===== src/rtl/rv32i_types.sv =====
// Shared RV32I type package: branch funct3 encodings plus the branch predictor's
// 2-bit counter type, its reset value and a funct3 legality helper.
package rv32i_types;

   typedef enum logic [2:0] {
      F3_BEQ  = 3'b000,
      F3_BNE  = 3'b001,
      F3_BLT  = 3'b100,
      F3_BGE  = 3'b101,
      F3_BLTU = 3'b110,
      F3_BGEU = 3'b111
   } branch_funct3_t;

   typedef enum logic [1:0] {
      SNT = 2'b00,
      WNT = 2'b01,
      WT  = 2'b10,
      ST  = 2'b11
   } bp_ctr_t;

   localparam bp_ctr_t BP_CTR_RESET = WNT;

   // 010 and 011 fall outside the branch opcode space and are never trained on.
   function automatic logic bp_funct3_legal(input branch_funct3_t f3);
      case (f3)
         F3_BEQ, F3_BNE, F3_BLT, F3_BGE, F3_BLTU, F3_BGEU: return 1'b1;
         default:                                          return 1'b0;
      endcase
   endfunction

endpackage


===== src/rtl/sat_counter2.sv =====
// 2-bit saturating counter next-state logic: count up on taken, down on not
// taken, holding at ST and SNT respectively.
module sat_counter2
   import rv32i_types::*;
(
   input  bp_ctr_t cur,
   input  logic    taken,
   output bp_ctr_t nxt
);

   always_comb begin
      nxt = cur;
      case (cur)
         SNT:     nxt = taken ? WNT : SNT;
         WNT:     nxt = taken ? WT  : SNT;
         WT:      nxt = taken ? ST  : WNT;
         ST:      nxt = taken ? ST  : WT;
         default: nxt = BP_CTR_RESET;
      endcase
   end

endmodule


===== src/rtl/branch_predictor.sv =====
// Bimodal branch-direction predictor with mispredict flag and statistics.
// Define BRANCH_PREDICTOR_GSHARE_EN to XOR a global history into both indices.
module branch_predictor
   import rv32i_types::*;
#(
   parameter int INDEX_BITS = 6
) (
   input  logic                  clk,
   input  logic                  rst_n,
   input  logic                  pred_req,
   input  logic [31:0]           pred_pc,
   output logic                  pred_rsp_valid,
   output logic                  pred_taken,
   output logic [INDEX_BITS-1:0] pred_ghr,
   input  logic                  upd_valid,
   input  logic [31:0]           upd_pc,
   input  logic [2:0]            upd_funct3,
   input  logic                  upd_taken,
   input  logic                  upd_pred,
   input  logic [INDEX_BITS-1:0] upd_ghr,
   output logic                  mispredict,
   output logic [31:0]           branch_count,
   output logic [31:0]           mispredict_count
);

   localparam int TABLE_SIZE = 1 << INDEX_BITS;

   // Handshake: pred_req and upd_valid are single-cycle valid strobes with no
   // ready/backpressure; every strobe is consumed at the edge that samples it.

   bp_ctr_t               ctr_table [TABLE_SIZE];
   logic [INDEX_BITS-1:0] pred_pc_idx;
   logic [INDEX_BITS-1:0] upd_pc_idx;
   logic [INDEX_BITS-1:0] lookup_idx;
   logic [INDEX_BITS-1:0] update_idx;
   logic [INDEX_BITS-1:0] ghr_snap;
   logic                  upd_accept;
   bp_ctr_t               lookup_ctr;
   bp_ctr_t               upd_ctr_cur;
   bp_ctr_t               upd_ctr_nxt;

   assign pred_pc_idx = pred_pc[INDEX_BITS+1:2];
   assign upd_pc_idx  = upd_pc[INDEX_BITS+1:2];
   assign upd_accept  = upd_valid && bp_funct3_legal(branch_funct3_t'(upd_funct3));

`ifdef BRANCH_PREDICTOR_GSHARE_EN
   logic [INDEX_BITS-1:0] ghr;

   always_ff @(posedge clk or negedge rst_n) begin
      if (!rst_n) begin
         ghr <= '0;
      end else if (upd_accept) begin
         ghr <= {ghr[INDEX_BITS-2:0], upd_taken};
      end
   end

   assign lookup_idx = pred_pc_idx ^ ghr;
   assign update_idx = upd_pc_idx ^ upd_ghr;
   assign ghr_snap   = ghr;

   logic unused_pc_bits;
   assign unused_pc_bits = ^{pred_pc[31:INDEX_BITS+2], pred_pc[1:0],
                             upd_pc[31:INDEX_BITS+2], upd_pc[1:0]};
`else
   assign lookup_idx = pred_pc_idx;
   assign update_idx = upd_pc_idx;
   assign ghr_snap   = '0;

   logic unused_pc_bits;
   assign unused_pc_bits = ^{pred_pc[31:INDEX_BITS+2], pred_pc[1:0],
                             upd_pc[31:INDEX_BITS+2], upd_pc[1:0], upd_ghr};
`endif

   assign lookup_ctr  = ctr_table[lookup_idx];
   assign upd_ctr_cur = ctr_table[update_idx];

   sat_counter2 u_sat_counter2 (
      .cur   (upd_ctr_cur),
      .taken (upd_taken),
      .nxt   (upd_ctr_nxt)
   );

   // Table write lands at the edge; a same-cycle lookup already captured the old value.
   always_ff @(posedge clk or negedge rst_n) begin
      if (!rst_n) begin
         for (int i = 0; i < TABLE_SIZE; i++) begin
            ctr_table[i] <= BP_CTR_RESET;
         end
      end else if (upd_accept) begin
         ctr_table[update_idx] <= upd_ctr_nxt;
      end
   end

   always_ff @(posedge clk or negedge rst_n) begin
      if (!rst_n) begin
         pred_rsp_valid <= 1'b0;
         pred_taken     <= 1'b0;
         pred_ghr       <= '0;
      end else begin
         pred_rsp_valid <= pred_req;
         if (pred_req) begin
            pred_taken <= lookup_ctr[1];
            pred_ghr   <= ghr_snap;
         end
      end
   end

   always_ff @(posedge clk or negedge rst_n) begin
      if (!rst_n) begin
         mispredict       <= 1'b0;
         branch_count     <= '0;
         mispredict_count <= '0;
      end else begin
         mispredict <= upd_accept && (upd_taken != upd_pred);
         if (upd_accept) begin
            branch_count <= branch_count + 32'd1;
            if (upd_taken != upd_pred) begin
               mispredict_count <= mispredict_count + 32'd1;
            end
         end
      end
   end

endmodule

===== config.mk =====
export PLATFORM = sky130hd
export DESIGN_NAME = branch_predictor
export DESIGN_NICKNAME = d
export VERILOG_FILES = /design/src/rtl/rv32i_types.sv /design/src/rtl/sat_counter2.sv /design/src/rtl/branch_predictor.sv
export SDC_FILE = /design/constraint.sdc
export NUM_CORES = 1
export LEC_CHECK = 0
export ABC_CLOCK_PERIOD_IN_PS = 3810
export CAP_MARGIN = 20
export CORE_ASPECT_RATIO = 1.4
export CORE_MARGIN = 5
export CORE_UTILIZATION = 58
export DETAILED_ROUTE_END_ITERATION = 6
export PLACE_DENSITY_LB_ADDON = 0.08
export SETUP_SLACK_MARGIN = 0.3
export SLEW_MARGIN = 25
export SYNTH_ARGS = -nofsm -noshare
export SYNTH_HDL_FRONTEND = slang
export SYNTH_SLANG_ARGS = --single-unit

===== constraint.sdc =====
create_clock -name clk -period 3.81 [get_ports clk]
set_input_delay 0.762 -clock clk [delete_from_list [all_inputs] [get_ports clk]]
set_output_delay 0.762 -clock clk [all_outputs]
set_load 0.02 [all_outputs]

* Word-level counts from Yosys, hierarchy flattened
Index checks and enable logic that the tools add are counted.
Cells by class: reduce and logical (&&, ||, !) cells 7, order comparisons 3, multiplexer cells 15, bitwise gates (word level) 2, $add $sub $neg 2, equality and inequality tests 9
Operators with widths (count):
- $bwmux 128 | 1
- $add 32x1->32 const B | 2
- $bmux 2 s6 | 2
- $ge 7x7->1 const B | 2
- $mux 2 | 7
- $not 6->7 | 2
- $demux 2 s6 | 1
- $eq 3x3->1 const B | 4
- $pmux 2 s4 | 1
- $lt 7x1->1 const B | 1
- $reduce_or 6->1 | 1
- $eq 2x2->1 const B | 2
- $eq 3x1->1 const B | 1
- $logic_and 1x1->1 | 3
- $logic_not 3->1 | 1
- $mux 1 | 3
- $eq 2x1->1 const B | 1
- $logic_not 2->1 | 1
- $reduce_and 2->1 | 1
- $ne 1x1->1 | 1
Storage, ports and cells: input port bits 79, register bits 195, output and inout bits 73, word-level logic and storage cells 107

* Longest topological paths before layout
word-level depth 7, mapped depth 11, gate-level depth less buffers 7

* Hierarchy
From an unflattened synthesis, not the netlist that was laid out.
Unflattened totals: cells, all modules 850, area total of the unflattened synthesis 10048.4 µm²
Modules (own cells, without submodules):
- branch_predictor | instances 1, cells an instance 847, area each 10022.1 µm², seq. area each 4959.8 µm²
- sat_counter2 | instances 1, cells an instance 3, area each 26.3 µm², seq. area each 0.0 µm²

* Least setup slack after synthesis
Ideal clock, no wire load.
kind input port to flip-flop, start point input port pred_pc[2], end point register pred_taken, arrival 2.908 ns, buffers on the path 2, setup time 0.125 ns, required time 3.685 ns, setup slack 0.777 ns, stages 6, path through buf_4 -> buf_2 -> mux4_2 -> mux4_2 -> mux4_2 -> mux2_2
Between the ends: longest elaborated chain between the ends 4
Ends and longest elaborated chain:
- start, declared | RTL line branch_predictor.sv:11 | input logic [31:0] pred_pc,
- $not 6->7 (implied by the code) | RTL line branch_predictor.sv:74 | assign lookup_ctr = ctr_table[lookup_idx];
- $bmux 2 s6 | RTL line branch_predictor.sv:74
- $mux 2 (implied by the code) (2 in series) | RTL line branch_predictor.sv:74
- end signal, assigned | RTL line branch_predictor.sv:102 | pred_taken <= lookup_ctr[1];
- end, declared | RTL line branch_predictor.sv:13 | output logic pred_taken,
No other way between the ends. The select of a mux whose other input is x is not followed. A chain may end at the register's enable or synchronous reset.

* Final worst setup path
start point input port upd_pc[3], end point register ctr_table[43] (netlist name)
Between the ends: longest elaborated chain between the ends 7, elaborated cells on any way between the ends 15, classes of those cells order compare (2); eq/ne (3); mux (7); bitwise (1); reduce/logical (2)
Ends and longest elaborated chain:
- start, declared | RTL line branch_predictor.sv:16 | input logic [31:0] upd_pc,
- $not 6->7 (implied by the code) (*) | RTL line branch_predictor.sv:75, branch_predictor.sv:90
- $bmux 2 s6 | RTL line branch_predictor.sv:75 | assign upd_ctr_cur = ctr_table[update_idx];
- $mux 2 (implied by the code) (2 in series) | RTL line branch_predictor.sv:75
- $eq 2x2->1 (tied with other cells) | RTL line sat_counter2.sv:13 | case (cur)
- $pmux 2 s4 | RTL line sat_counter2.sv:13
- $bwmux 128 (*) | RTL line branch_predictor.sv:90 | ctr_table[update_idx] <= upd_ctr_nxt;
- end signal, assigned by index | RTL line branch_predictor.sv:90
- end, declared | RTL line branch_predictor.sv:31 | bp_ctr_t ctr_table [TABLE_SIZE];
Every way passes the cells marked *; elsewhere a longest branch is shown, timed or not. The select of a mux whose other input is x is not followed.

==> metrics <==
Mapped Cells=893; Post-synth EDFFs=0; Routability Congestion=0.898; layout cells sized above 1=18.5%; register area share after synthesis=52.4%; Worst slew margin=46.0%; nets=1080; DRC Markers=0; outcome=completed; Final setup violation count=0; via count=7052; main flop type after synthesis=dfrtp_1; Setup crit end kind=register; cts hold-fix bufs=0; root buffer cell=clkbuf_16; Non-Filler Instances=1211; static leakage=4.60 nW; DR WL/cell=18.9 um; die height=161 um; H-tree depth=4; fmax=0.303 GHz; antenna violations before repair=0; largest cells by area after synthesis=dfrtp_1, dfstp_2, nand2_1, mux4_2, o21ai_1; Site Rows=55; Congestion Overflow GR=0; first-pass GRT wire length=37.9 mm; Fillers=1202; Peak VDD IR=510 uV; Post-Syn Area=0.00946 mm2; vias per inst=5.82; mean post-synth cell area=10.6 um2; RSZ-0062 raised after global routing=no; TritonCTS buffer count=17; Seq cells post-synth=195; Slew Viols, Final=0; arrival time worst endpoint=3.60 ns; die area=0.0190 mm2; vias in the first global route=7206; Final Hold Viols=0; post-CTS sizing=0; num ports=152; chip width=118 um; Starting Density=58.8%; fin crit period=3.30 ns; clock latency on the worst-skew pair=0.43 ns; clk slew on worst S/H paths=0.07 ns; Clock Tree Buf Depth=2; period utilization=86.6%; Setup TNS=0 ns; Post-CTS Repair Setup Buffers=0; Critical Path RT=4.11 ns; antenna cells=0; Warnings, synthesis=0; Max-Cap Viols=0; Core Footprint=0.0161 mm2; Worst Setup Start Kind=input pin; first-pass iteration count of the detailed router=5; Synth area leader=dfrtp_1; CTS tree=yes; initial DRC count=604; Area Growth Syn to Fin=19.1%; Final HPWL DP=16.1 mm; post-synth top area share=34.6%; Port Buffers=86; CP Class=in2reg; final WL=22.9 mm; Netlist cell types=49; number of cells after detailed placement=1179; Total GRT Usage=24.8%; largest net degree at the start of global routing=88; Power per Cell Area=442 mW/mm2; clk sinks=195; Worst Path Max Fanout=32; Hold Path Class=in2async; Fin Clk Skew=0.0124 ns; Post-synth ARST share=100%; Worst-Margin Slew=0.810 ns; Final ANT Viol Nets=0
placed cells by master (no fill, tap or decap), types with 21 or more instances in the layout:
cell type / n
xnor2_1: 43
nand3_1: 25
buf_4: 31
mux4_2: 38
mux2i_1: 21
nand2_1: 233
o21ai_1: 122
clkdlybuf4s50_1: 84
dfstp_2: 64
nor2_1: 23
dfrtp_1: 131
sequential cells by signal, summed over array words and instances (netlist names):
| name | count |
|---|---|
| ctr_table | 128 |
| pred_rsp_valid | 1 |
| branch_count | 32 |
| pred_taken | 1 |
| mispredict_count | 32 |
| mispredict | 1 |
critical path, cell delays in order:
cell and delay (ns):
clkdlybuf4s50_1 0.50, buf_12 0.19, mux4_2 0.52, mux2_2 0.27, a22oi_1 0.24, o211ai_1 0.18
a2111oi_4 0.29, maj3_4 0.29, buf_12 0.19, o21ai_0 0.13
through the flow:
stage | instance area [um2] | total power [mW] | util (%) | setup WS (ns) | hold WS, ns
after detailed placement | 10700 | 3.27 | 66.5 | 0.0620 | 0.454
final | 11300 | 4.98 | 70.0 | 0.510 | 0.355
after CTS | 11300 | 5.02 | 70.0 | 0.524 | 0.399
after global routing | 11300 | 5.20 | 70.0 | 0.397 | 0.435
after global placement | 10700 | 3.23 | 66.5 | 0.161 | 0.450
after floorplan | 9480 | 2.92 | - | 0.777 | 0.441
power by group:
group	internal [mW]	total [mW]	leakage, nW	switching, mW
Clock	0.969	1.75	0.275	0.784
Sequential	2.29	2.44	2.45	0.149
Combinational	0.358	0.788	1.88	0.430
Total	3.62	4.98	4.60	1.36
kinds of logic after synthesis:
family / Yosys count / synth area share, %
AO/OA/AOI/OAI: 168 / 9.90
flip-flops: 195 / 52.4
XOR/XNOR: 63 / 5.83
AND/OR/NAND/NOR: 345 / 15.9
multiplexers: 66 / 12.1
buffers and inverters: 51 / 3.21
other: 1 / 0.0396
adder cells (fa/ha/maj): 4 / 0.555
cell type report:
| class | count | area, um2 | share of cell area, % |
|---|---|---|---|
| timing repair buffer | 125 | 1250 | 11.1 |
| clock buffer | 20 | 437 | 3.87 |
| tap | 199 | 249 | 2.21 |
| inverter | 8 | 30.0 | 0.266 |
| clock inverter | 12 | 130 | 1.15 |
| sequential | 195 | 4960 | 44.0 |
| multi-input combinational | 652 | 4220 | 37.4 |
per-layer routing:
metal	track usage (%)	part of all wire [%]	vias to the layer above
li1	-	-	3340
met1	31.7	40	3401
met2	41.3	50	253
met3	4.31	5.8	58
met4	11.5	3.9	0
met5	0	0	-
Yosys cell counts (3+ instances only):
cell type / instances
o211ai_1: 3
buf_4: 21
nand3b_1: 3
buf_1: 4
clkbuf_1: 6
nand2_1: 233
dfstp_2: 64
nor4_1: 4
nand3_1: 25
a211oi_1: 3
mux2i_1: 21
nand4_1: 12
nor2_1: 23
o21ai_0: 13
xor2_1: 20
dfrtp_1: 131
nor2b_1: 3
a311o_1: 3
inv_1: 8
and4_1: 4
o22ai_1: 5
buf_2: 9
or2_2: 3
a22oi_1: 4
xnor2_1: 43
nand2b_1: 7
and3_1: 14
mux2_2: 7
mux4_2: 38
nor3_1: 6
o21ai_1: 122
a21oi_1: 5
and2_1: 3
buf_6: 3
final timing paths:
check	startpoint	end	slack, ns	cells past startpoint
setup / recovery	upd_pc[3]	ctr_table[43]	0.51	10
hold / removal	rst_n	branch_count[25]	0.35	1
setup reg to reg	ctr_table[117]	ctr_table[43]	1.17	8
hold reg to reg	ctr_table[126]	ctr_table[126]	0.46	2
max in group asynchronous	rst_n	ctr_table[60]	2.49	2
min in group clk	ctr_table[126]	ctr_table[126]	0.46	2
Power figures use the tool's default switching activity.
